[src/rtl/apb_reg_slave_if.sv]
// APB signal bundle between one bridge psel line and a single completer.
interface apb_reg_slave_if;
   logic        psel;
   logic        penable;
   logic        pwrite;
   logic [31:0] paddr;
   logic [31:0] pwdata;
   logic [31:0] pr_data;
   logic        pready;
   logic        pslverr;

   modport master (
      output psel, penable, pwrite, paddr, pwdata,
      input  pr_data, pready, pslverr
   );

   modport slave (
      input  psel, penable, pwrite, paddr, pwdata,
      output pr_data, pready, pslverr
   );
endinterface

[src/rtl/apb_reg_slave.sv]
// APB completer holding an ID word, a write counter and scratch registers.
// Each transfer takes WAIT_CYCLES wait states; bad accesses complete with pslverr.
module apb_reg_slave #(
   parameter logic [31:0] BASE_ADDR   = 32'h8000_0000,
   parameter int          NUM_REGS    = 8,
   parameter int          WAIT_CYCLES = 2,
   parameter logic [31:0] ID_VALUE    = 32'hA5B2_0001
) (
   input logic            hclk,
   input logic            hreset,
   apb_reg_slave_if.slave apb
);
   typedef enum logic [1:0] {S_IDLE, S_WAIT, S_RESP} state_t;

   localparam logic [31:0] REG_SPAN  = 32'(4 * NUM_REGS);
   localparam logic [3:0]  WAIT_INIT = 4'(WAIT_CYCLES);

   state_t      state_q, state_d;
   logic [3:0]  cnt_q, cnt_d;
   logic [3:0]  idx_q, idx_d;
   logic        err_q, err_d;
   logic        write_q, write_d;
   logic [31:0] wr_count_q, wr_count_d;
   logic [31:0] regs_q [16];
   logic [31:0] regs_d [16];

   logic [31:0] offset;
   logic        dec_err;
   logic        commit;
   logic [31:0] rd_sel;

   // Registers 0 and 1 are read-only, so any write that lands on them is an error.
   always_comb begin
      offset  = apb.paddr - BASE_ADDR;
      dec_err = (apb.paddr < BASE_ADDR) ||
                (offset >= REG_SPAN) ||
                (apb.paddr[1:0] != 2'b00) ||
                (apb.pwrite && (offset[5:2] < 4'd2));
   end

   always_comb begin
      state_d = state_q;
      cnt_d   = cnt_q;
      idx_d   = idx_q;
      err_d   = err_q;
      write_d = write_q;
      case (state_q)
         S_IDLE: begin
            if (apb.psel && !apb.penable) begin
               idx_d   = offset[5:2];
               err_d   = dec_err;
               write_d = apb.pwrite;
               if (WAIT_CYCLES == 0) begin
                  state_d = S_RESP;
               end else begin
                  state_d = S_WAIT;
                  cnt_d   = WAIT_INIT;
               end
            end
         end
         S_WAIT: begin
            if (!apb.psel) begin
               state_d = S_IDLE;
               cnt_d   = '0;
            end else begin
               cnt_d = cnt_q - 4'd1;
               if (cnt_q == 4'd1) begin
                  state_d = S_RESP;
               end
            end
         end
         S_RESP: begin
            state_d = S_IDLE;
         end
         default: begin
            state_d = S_IDLE;
         end
      endcase
   end

   // A write lands on the edge that ends the response cycle; errored writes touch nothing.
   always_comb begin
      commit     = (state_q == S_RESP) && write_q && !err_q;
      wr_count_d = wr_count_q;
      for (int i = 0; i < 16; i++) begin
         regs_d[i] = regs_q[i];
      end
      if (commit) begin
         regs_d[idx_q] = apb.pwdata;
         wr_count_d    = wr_count_q + 32'd1;
      end
   end

   always_comb begin
      case (idx_q)
         4'd0:    rd_sel = ID_VALUE;
         4'd1:    rd_sel = wr_count_q;
         default: rd_sel = regs_q[idx_q];
      endcase
      apb.pready  = (state_q == S_RESP);
      apb.pslverr = (state_q == S_RESP) && err_q;
      apb.pr_data = ((state_q == S_RESP) && !apb.pwrite && !err_q) ? rd_sel : 32'd0;
   end

   always_ff @(posedge hclk or posedge hreset) begin
      if (hreset) begin
         state_q    <= S_IDLE;
         cnt_q      <= '0;
         idx_q      <= '0;
         err_q      <= 1'b0;
         write_q    <= 1'b0;
         wr_count_q <= '0;
         for (int i = 0; i < 16; i++) begin
            regs_q[i] <= '0;
         end
      end else begin
         state_q    <= state_d;
         cnt_q      <= cnt_d;
         idx_q      <= idx_d;
         err_q      <= err_d;
         write_q    <= write_d;
         wr_count_q <= wr_count_d;
         for (int i = 0; i < 16; i++) begin
            regs_q[i] <= regs_d[i];
         end
      end
   end
endmodule
[src/flat_wrapper.sv]
// flat-port wrapper written by rule: the top's interface ports become plain ports
module apb_reg_slave_flat 
#(
   parameter logic [31:0] BASE_ADDR   = 32'h8000_0000,
   parameter int          NUM_REGS    = 8,
   parameter int          WAIT_CYCLES = 2,
   parameter logic [31:0] ID_VALUE    = 32'hA5B2_0001
)
  (hclk, hreset, apb_psel, apb_penable, apb_pwrite, apb_paddr, apb_pwdata, apb_pr_data, apb_pready, apb_pslverr);
  apb_reg_slave_if apb_i ();
  input logic hclk;
  input logic hreset;
  input wire logic [$bits(apb_i.psel)-1:0] apb_psel;
  input wire logic [$bits(apb_i.penable)-1:0] apb_penable;
  input wire logic [$bits(apb_i.pwrite)-1:0] apb_pwrite;
  input wire logic [$bits(apb_i.paddr)-1:0] apb_paddr;
  input wire logic [$bits(apb_i.pwdata)-1:0] apb_pwdata;
  output wire logic [$bits(apb_i.pr_data)-1:0] apb_pr_data;
  output wire logic [$bits(apb_i.pready)-1:0] apb_pready;
  output wire logic [$bits(apb_i.pslverr)-1:0] apb_pslverr;
  assign apb_i.psel = apb_psel;
  assign apb_i.penable = apb_penable;
  assign apb_i.pwrite = apb_pwrite;
  assign apb_i.paddr = apb_paddr;
  assign apb_i.pwdata = apb_pwdata;
  assign apb_pr_data = apb_i.pr_data;
  assign apb_pready = apb_i.pready;
  assign apb_pslverr = apb_i.pslverr;
  apb_reg_slave #(.BASE_ADDR(BASE_ADDR), .NUM_REGS(NUM_REGS), .WAIT_CYCLES(WAIT_CYCLES), .ID_VALUE(ID_VALUE)) u_core (.hclk(hclk), .hreset(hreset), .apb(apb_i));
endmodule
[config.mk]
export PLATFORM = sky130hd
export DESIGN_NAME = apb_reg_slave_flat
export DESIGN_NICKNAME = d
export VERILOG_FILES = /design/src/rtl/apb_reg_slave_if.sv /design/src/rtl/apb_reg_slave.sv /design/src/flat_wrapper.sv
export SDC_FILE = /design/constraint.sdc
export NUM_CORES = 1
export LEC_CHECK = 0
export CAP_MARGIN = 20
export CELL_PAD_IN_SITES_DETAIL_PLACEMENT = 1
export CELL_PAD_IN_SITES_GLOBAL_PLACEMENT = 2
export CORE_ASPECT_RATIO = 1.2
export CORE_MARGIN = 1.5
export CORE_UTILIZATION = 49
export DETAILED_ROUTE_END_ITERATION = 10
export PLACE_DENSITY_LB_ADDON = 0.1
export SLEW_MARGIN = 20
export SYNTH_ARGS = -nofsm -noshare
export SYNTH_HDL_FRONTEND = slang
export SYNTH_SLANG_ARGS = --single-unit
export TNS_END_PERCENT = 30
[constraint.sdc]
create_clock -name hclk -period 40.6 [get_ports hclk]
set_clock_uncertainty 0.15 [all_clocks]
set_input_delay 6.09 -clock hclk [delete_from_list [all_inputs] [get_ports hclk]]
set_output_delay 6.09 -clock hclk [all_outputs]
set_load 0.01 [all_outputs]
==> flow_summary.toml, run 1 <==
[yosys]
syn_inst = 1615
async_reset_ff_share_pct = 100.0
yosys_most_used_dff = "dfrtp_1"
avgSynthCellArea_um2 = 15.31
syn_nets = 1687
ys_seq_elements = 538
synth.top_cells.by_area = "dfrtp_1, mux2_2, mux4_2"
synth_area_um2 = 24720
ys_types = 46
yosys.area.top_type = "dfrtp_1"
ys_seq_area_share_pct = 54.46
netlist.area_leader.share_pct = 54.46
synth_edf_count = 0
yosysWarnings = 0

[grt]
overflow = 0
grt_use_total_pct = 25.44
grt_pass1_vias = 15970
grt_start_max_net_pins = 129
antenna_found_initial = 0
grt_pass1_wl_um = 99700

[route]
ant_nets = 0
drc = 0
drtIter0Drc = 576
vias = 14210
wl_per_cell_um = 26.67
drt-total-wl_um = 62980
firstDrtPassIters = 4
viasPerCell = 6.017

[sta]
fin_ws_ns = 25.70
fmax_mhz = 67.13
hold_viol = 0
fin_crit_ns = 14.90
rsz0062_at_grt = "false"
tns_ns = 0
slew_headroom_pct = 32.71
tightest_slew_ns = 1.009
fin_crit_sh_pct = 36.69
setup_viol = 0
slew_viol_final = 0

[placed_design]
place_congestion = 0.7301
placed_cells = 2257
hpwlAfterDp_um = 38040
dpl_worst_slack_ns = 25.72
port_buffers = 102

[worst_setup_path]
cp.arrival_ns = 8.66
critPathMaxFanout = 23
cpPeakStageDelay_ns = 0.59
cp_slowest_cell = "clkdlybuf4s50_1"
critPathBufInv = 4
crit_type = "in2out"
critical_path.top_delay_family = "buffers and inverters"
worstSetupEndpointType = "output pin"
start_kind = "input pin"
r2r_end = "u_core.regs_q[155]"
r2r_setup_slack_ns = 36.01
r2r-start = "u_core.idx_q[0]"
cp.required_ns = 34.36
cp_cell_sequence = "clkdlybuf4s50_1 > nor4b_2 > buf_4 > nor3b_4 > buf_4 > a22oi_1 > o21ai_0 > clkdlybuf4s50_1"
ff2ff_path_depth = 5

[finish]
fin_nets = 1742
final_cell_count_no_fill = 2361
drive_gt1_share_pct = 46.19
fill_cells = 4630
area_growth_pct = 13.88
antennaDiodeCount = 0
multi_input_area_um2 = 10640
seqCellArea_um2 = 13470

[floorplan]
std_cell_rows = 90
pin_count = 103
die_x_um = 208.1
initial_core_util_pct = 49.34
core_um2 = 50110
fp.dieArea_um2 = 51820
die_h_um = 249.1

[clocking]
postCtsHoldBufs = 0
cts_setup_buffers = 0
cts_tree = "built"
post_cts_resized = 0
cts_buffers = 55
cts_buffer_depth = 3
root_buffer = "clkbuf_16"
htree_levels = 2
clk_pin_slew_ns = 0.06
clock_sinks = 538
clk_latency_ns = 0.60

[power]
p_per_area_nw_per_um2 = 44.97
vdd.ir_drop.worst_uv = 33.68
leakagePower_nw = 12.12

[worst_hold_path]
hp-class = "reg2reg"
hold_path_depth = 1
hold-path-endpoint = "u_core.regs_q[409]"
worstHoldStart = "u_core.regs_q[409]"

[run_status]
outcome = "finished clean"

[run]
max-cap-violations = 0
[cell usage after synthesis, types with 6 or more instances]
cell / instances
o21ai_0: 31
inv_1: 7
nand4_1: 17
nor4_1: 9
buf_2: 72
buf_4: 7
dfrtp_1: 538
nor2_1: 14
nor3_1: 6
nand2_1: 32
xnor2_1: 29
nor2b_1: 8
mux4_2: 119
mux2_2: 514
a22oi_1: 23
mux2i_1: 42
a21oi_1: 13
nand3_1: 13
mux2_1: 8
buf_1: 8
a211oi_1: 18
clkbuf_1: 48
[cells by family (layout without fill, tap and decap cells)]
| logic type | after synthesis | after routing | share of synthesized area (%) |
|---|---|---|---|
| compound gates | 92 | 92 | 2.308 |
| xor+xnor | 31 | 31 | 1.098 |
| fa+ha+maj | 3 | 3 | 0.1518 |
| flops | 538 | 538 | 54.46 |
| buf+inv | 147 | 249 | 2.829 |
| mux | 683 | 683 | 36.32 |
| simple gates | 121 | 121 | 2.839 |
[layout make-up]
| class | count | area share [%] |
|---|---|---|
| clock buffers | 75 | 5.586 |
| multi-input cells | 930 | 37.80 |
| clock inverters | 29 | 1.191 |
| well taps | 644 | 2.862 |
| repair buffers | 138 | 4.586 |
| flip-flops and latches | 538 | 47.86 |
| inverters | 7 | 0.1200 |
[worst reg2reg max path, stage by stage, from the launching register on]
cell and delay (ns):
dfrtp_4 0.98, buf_4 0.90, nand3_1 0.63, nor2b_4 0.87, buf_4 0.53, mux2_2 0.42
[state kept, by name, summed over array words and instances (netlist names)]
register	flops
u_core.regs_q	494
u_core.wr_count_q	32
u_core.cnt_q	4
u_core.idx_q	4
u_core.state_q	2
u_core.err_q	1
u_core.write_q	1
[worst max-delay path by stage]
stage	slack, ns	endpoint	depth (start not counted)	from
finish	25.70	apb_pr_data[27]	8	apb_pwrite
global route	25.59	apb_pr_data[28]	8	apb_pwrite
CTS	25.69	apb_pr_data[28]	8	apb_pwrite
detailed placement	25.72	apb_pr_data[28]	8	apb_pwrite
global placement	25.73	apb_pr_data[30]	8	apb_pwrite
floorplan	19.32	u_core.cnt_q[0]	1	hreset
[power breakdown]
part	internal (mW)	switching [mW]
Clock	0.311	0.218
Sequential	0.554	0.0230
Combinational	0.0836	0.0771
[through the flow]
stage / hold slack [ns] / total power [mW] / utilization, % / instance area, µm²
after floorplan: 0.2905 / 0.7028 / - / 24720
after global placement: 0.3138 / 0.7484 / 52.36 / 26240
after detailed placement: 0.3221 / 0.7508 / 52.38 / 26250
after CTS: 0.3359 / 1.284 / 56.18 / 28150
after global routing: 0.3516 / 1.316 / 56.18 / 28150
final: 0.3320 / 1.266 / 56.18 / 28150
[layer usage]
layer | track usage (%) | share of wire (%)
met1 | 33.72 | 43
met4 | 6.361 | 1.9
met5 | 0 | 0
met2 | 44.99 | 52
met3 | 2.648 | 2.4
[cells in the final DEF (no fill, tap or decap), drive strengths merged, types with 2 or more instances in the layout]
| cell | Yosys | layout |
|---|---|---|
| mux4 | 119 | 119 |
| xor2 | 2 | 2 |
| ha | 3 | 3 |
| o21ai | 34 | 34 |
| a21oi | 13 | 13 |
| nand3 | 13 | 13 |
| nand4 | 17 | 17 |
| nor2 | 14 | 14 |
| nor4 | 11 | 11 |
| clkinvlp | 0 | 7 |
| and3 | 3 | 3 |
| nand2 | 32 | 32 |
| dfrtp | 538 | 538 |
| xnor2 | 29 | 29 |
| clkinv | 0 | 15 |
| nor3 | 8 | 8 |
| buf | 91 | 36 |
| inv | 7 | 8 |
| nor4b | 3 | 3 |
| clkbuf | 49 | 75 |
| clkdlybuf4s50 | 0 | 102 |
| nor3b | 3 | 3 |
| a211oi | 18 | 18 |
| nor2b | 8 | 8 |
| mux2i | 42 | 42 |
| bufinv | 0 | 6 |
| mux2 | 522 | 522 |
| a22oi | 23 | 23 |
Note: power is estimated with default switching activity, not from simulation.
==> inputs of run 2 (changes only) <==
--- a/config.mk
+++ b/config.mk
@@ -10,7 +10,7 @@
 export CELL_PAD_IN_SITES_GLOBAL_PLACEMENT = 2
 export CORE_ASPECT_RATIO = 1.2
 export CORE_MARGIN = 1.5
-export CORE_UTILIZATION = 49
+export CORE_UTILIZATION = 45
 export DETAILED_ROUTE_END_ITERATION = 10
 export PLACE_DENSITY_LB_ADDON = 0.1
 export SLEW_MARGIN = 20
==> constraint.sdc (replaced) <==
create_clock -name hclk -period 14.3 [get_ports hclk]
set_clock_uncertainty 0.15 [all_clocks]
set_input_delay 2.145 -clock hclk [delete_from_list [all_inputs] [get_ports hclk]]
set_output_delay 2.145 -clock hclk [all_outputs]
set_load 0.01 [all_outputs]
==> run 2 against run 1 <==
  * Critical path depth did not move
  * Sequential share of layout area decreased by 0.23 points
  * Via count is 0.61% higher
  * Largest cell class unchanged
==> flow_summary.toml, run 2 (synthesis gave the netlist of run 1 again) <==
[run_status]
outcome = "finished clean"

[floorplan]
die_x_um = 217.0
pin_count = 103
fp.dieArea_um2 = 56360
initial_core_util_pct = 45.79
die_h_um = 259.8
core_um2 = 53990
std_cell_rows = 93

[route]
vias = 14290
ant_nets = 0
viasPerCell = 5.894
wl_per_cell_um = 26.54
drc = 0
firstDrtPassIters = 5
drtIter0Drc = 839
drt-total-wl_um = 64350

[placed_design]
dpl_worst_slack_ns = 6.824
hpwlAfterDp_um = 38710
port_buffers = 102
place_congestion = 0.7356

[power]
switchingPower_mw = 0.9080
intPower_mw = 2.738
p_per_area_nw_per_um2 = 128.9
leakagePower_nw = 12.15
swShare_pct = 24.91
power_mw = 3.646
p_comb_share_pct = 12.3
vdd.ir_drop.worst_uv = 85.08
p_clk_share_pct = 42.5
seqPwrFrac_pct = 45.2

[worst_setup_path]
crit_type = "in2out"
start_kind = "input pin"
cp_cell_sequence = "clkdlybuf4s50_1 > nor4b_2 > buf_4 > nor3b_4 > buf_4 > a22oi_1 > o21ai_0 > clkdlybuf4s50_1"
ff2ff_path_depth = 5
crit_start = "apb_pwrite"
cpPeakStageDelay_ns = 0.70
r2r-start = "u_core.idx_q[0]"
r2r_end = "u_core.regs_q[131]"
worstSetupEndpointType = "output pin"
critical_path.top_delay_family = "buffers and inverters"
r2r_setup_slack_ns = 9.72
critPathMaxFanout = 13
cp_slowest_cell = "nor3b_4"
cp.arrival_ns = 5.23
cp.required_ns = 12.01
critPathBufInv = 4

[finish]
layout_common_cells = "dfrtp_1, mux2_2, mux4_2, clkdlybuf4s50_1, clkbuf_16"
regMostFlops = "u_core.regs_q"
layout_commonest_cell = "dfrtp_1"
fill_cells = 5153
drive_gt1_share_pct = 46.12
largest_reg_flops = 494
area_growth_pct = 14.43
antennaDiodeCount = 0
fin_nets = 1742
reg_top3 = "u_core.regs_q x494, u_core.wr_count_q x32"

[grt]
overflow = 0
grt_pass1_wl_um = 100800
grt_start_max_net_pins = 93
grt_pass1_vias = 15950
grt_use_total_pct = 23.76
antenna_found_initial = 1

[worst_hold_path]
hold_path_depth = 1
hold-path-endpoint = "u_core.regs_q[387]"
worstHoldStart = "u_core.regs_q[387]"
hp-class = "reg2reg"

[sta]
tightest_slew_ns = 1.040
rsz0062_at_grt = "false"
fin_crit_sh_pct = 52.61
fin_crit_ns = 7.523
slew_viol_final = 0
hold_viol = 0
slew_headroom_pct = 30.67
setup_viol = 0
fmax_mhz = 132.9
fin_ws_ns = 6.777
tns_ns = 0

[clocking]
clk_latency_ns = 0.61
cts_buffers = 57
cts_buffer_depth = 3
cts_setup_buffers = 0
root_buffer = "clkbuf_16"
htree_levels = 2
cts_tree = "built"
postCtsHoldBufs = 0
post_cts_resized = 0
clock_sinks = 538
clk_pin_slew_ns = 0.06

[run]
max-cap-violations = 0
-- run 2: area by class of cell --
type	instances	area (µm²)	share of cell area, %
sequential	538	13470	47.63
multi-input combinational	930	10650	37.64
clock buffer	78	1648	5.825
timing repair buffer	136	1292	4.569
tap	712	890.9	3.149
clock inverter	24	306.5	1.084
inverter	7	30.03	0.1061
-- run 2: how the worst max path moves through the flow --
stage	depth (start not counted)	endpoint
after floorplan	1	u_core.cnt_q[0]
after global placement	8	apb_pr_data[2]
after detailed placement	8	apb_pr_data[1]
after CTS	8	apb_pr_data[2]
after global routing	8	apb_pr_data[12]
final	8	apb_pr_data[2]
-- run 2: through the flow --
stage          area (µm²)  hold slack [ns]  util [%]  instances
5_1_grt             28290           0.3556     52.40       2425
2_1_floorplan       24730           0.2905         -       1615
3_3_place_gp        26320           0.3125     48.74       2323
3_5_place_dp        26320           0.3222     48.74       2323
4_1_cts             28270           0.3360     52.36       2425
6_report            28290           0.3371     52.40       2425
-- run 2: worst register-to-register path, delay by kind of cell, from the launching register on --
family        cells  cell delay [ns]
buf+inv           2             1.49
flops             1             1.01
mux               1             0.41
simple gates      2             1.40
-- run 2: routing by layer --
| layer | share of wire, % | vias up | GRT usage [%] |
|---|---|---|---|
| li1 | - | 6106 | - |
| met1 | 43 | 7850 | 31.80 |
| met2 | 51 | 227 | 40.64 |
| met3 | 3.2 | 108 | 2.959 |
| met4 | 2.8 | 2 | 7.022 |
| met5 | 0.020 | - | 0 |
-- run 2: power by group through the flow --
| stage | sequential, mW | combinational [mW] | clock (mW) |
|---|---|---|---|
| 6_report | 1.65 | 0.449 | 1.55 |
| 5_1_grt | 1.66 | 0.486 | 1.65 |
| 4_1_cts | 1.65 | 0.459 | 1.59 |
| 3_5_place_dp | 1.68 | 0.457 | 0 |
| 3_3_place_gp | 1.67 | 0.454 | 0 |
| 2_1_floorplan | 1.62 | 0.378 | 0 |
==> inputs of run 3 (changes only) <==
==> constraint.sdc (replaced) <==
create_clock -name hclk -period 7.6 [get_ports hclk]
set_clock_uncertainty 0.15 [all_clocks]
set_input_delay 1.14 -clock hclk [delete_from_list [all_inputs] [get_ports hclk]]
set_output_delay 1.14 -clock hclk [all_outputs]
set_load 0.01 [all_outputs]
==> run 3 against run 2 <==
  * Core utilization shrank 0.37 points
  * Combinational power grew 94%
  * Clock-buffer cell count rose by 9
  * First-iteration DRC count is 16% lower
  * Critical endpoint is now apb_pr_data[1]
  * Power is 80% higher
  * Non-clock buffer count shrank 2
  * Critical path depth did not move
  * Highest routed layer unchanged
  * Critical path type unchanged
  * Sequential share of layout area is 0.34 points higher
==> flow_summary.toml, run 3 (synthesis gave the netlist of run 1 again) <==
[run_status]
outcome = "finished clean"

[finish]
area_growth_pct = 13.63
fin_nets = 1739
regMostFlops = "u_core.regs_q"
layout_commonest_cell = "dfrtp_1"
fill_cells = 5113
drive_gt1_share_pct = 45.21
final_core_util_pct = 52.03
layout_common_cells = "dfrtp_1, mux2_2, mux4_2, clkdlybuf4s50_1, clkbuf_16"
reg_top3 = "u_core.regs_q x494, u_core.wr_count_q x32"
largest_reg_flops = 494
antennaDiodeCount = 0
final_cell_count_no_fill = 2413

[grt]
grt_use_total_pct = 23.46
grt_start_max_net_pins = 167
antenna_found_initial = 1
grt_pass1_wl_um = 99370
overflow = 0
grt_pass1_vias = 15920

[route]
drtIter0Drc = 706
firstDrtPassIters = 5
vias = 14200
ant_nets = 0
wl_per_cell_um = 26.35
viasPerCell = 5.885
drt-total-wl_um = 63570
drc = 0

[worst_setup_path]
crit_type = "in2out"
r2r_end = "u_core.regs_q[57]"
cp.required_ns = 6.31
r2r_setup_slack_ns = 3.71
r2r-start = "u_core.idx_q[1]"
critPathMaxFanout = 13
cp.arrival_ns = 4.22
worstSetupEndpointType = "output pin"
ff2ff_path_depth = 5
start_kind = "input pin"

[worst_hold_path]
hold_path_depth = 1
hp-class = "reg2reg"
hold-path-endpoint = "u_core.regs_q[55]"
worstHoldStart = "u_core.regs_q[55]"

[clocking]
clk_latency_ns = 0.60
postCtsHoldBufs = 0
htree_levels = 2
cts_buffer_depth = 3
cts_tree = "built"
cts_buffers = 56
post_cts_resized = 0
clk_pin_slew_ns = 0.06
clock_sinks = 538
root_buffer = "clkbuf_16"
cts_setup_buffers = 0

[sta]
fin_crit_sh_pct = 72.54
fin_crit_ns = 5.513
fmax_mhz = 181.4
fin_ws_ns = 2.087
tns_ns = 0
setup_viol = 0
hold_viol = 0
slew_viol_final = 0
slew_headroom_pct = 33.48
rsz0062_at_grt = "false"
tightest_slew_ns = 0.9886

[placed_design]
port_buffers = 102
place_congestion = 0.7434
hpwlAfterDp_um = 38270
placed_cells = 2321
dpl_worst_slack_ns = 2.065

[power]
vdd.ir_drop.worst_uv = 156.7
power_mw = 6.573
p_per_area_nw_per_um2 = 234.0
leakagePower_nw = 12.05

[floorplan]
die_x_um = 217.0
fp.dieArea_um2 = 56360
die_h_um = 259.8
initial_core_util_pct = 45.79
pin_count = 103
core_um2 = 53990
std_cell_rows = 93

[run]
max-cap-violations = 0
==> run 3: report_power, final <==
part           switching, mW  total [mW]  internal [mW]
Sequential             0.120        3.08           2.96
Combinational          0.419       0.872          0.453
Clock                   1.11        2.62           1.51
Total                   1.65        6.57           4.93
==> run 3: per-stage QoR <==
| stage | area, µm² | hold slack, ns |
|---|---|---|
| final | 28090 | 0.3321 |
| after global routing | 28090 | 0.3471 |
| after CTS | 28080 | 0.3372 |
| after detailed placement | 26370 | 0.3248 |
| after global placement | 26350 | 0.3118 |
| after floorplan | 24730 | 0.2905 |
==> run 3: layout make-up <==
type	instances	area (µm²)	area share [%]
Multi-Input combinational cell	930	10660	37.95
Tap cell	712	890.9	3.171
Timing Repair Buffer	134	1324	4.712
Clock inverter	5	53.80	0.1915
Sequential cell	538	13470	47.96
Clock buffer	87	1659	5.906
Inverter	7	30.03	0.1069
==> run 3: how the worst max path moves through the flow <==
stage,from,endpoint,cells after the start
floorplan,hreset,u_core.cnt_q[0],1
global placement,apb_pwrite,apb_pr_data[2],6
detailed placement,apb_pwrite,apb_pr_data[1],8
CTS,apb_pwrite,apb_pr_data[1],8
global route,apb_pwrite,apb_pr_data[1],8
finish,apb_pwrite,apb_pr_data[1],8
==> run 3: worst max-delay path: stages <==
cell	delay, ns
clkdlybuf4s50_1	0.54
nor4b_4	0.36
buf_4	0.27
nor3b_4	0.70
buf_4	0.37
a22oi_1	0.10
o21ai_0	0.14
clkdlybuf4s50_1	0.58
==> run 3: layer usage <==
layer / up-vias / track usage (%) / share of wire (%)
li1: 6090 / - / -
met1: 7803 / 30.92 / 44
met2: 208 / 40.87 / 51
met3: 98 / 3.170 / 2.9
met4: 2 / 6.038 / 2.3
met5: - / 0 / 0.020
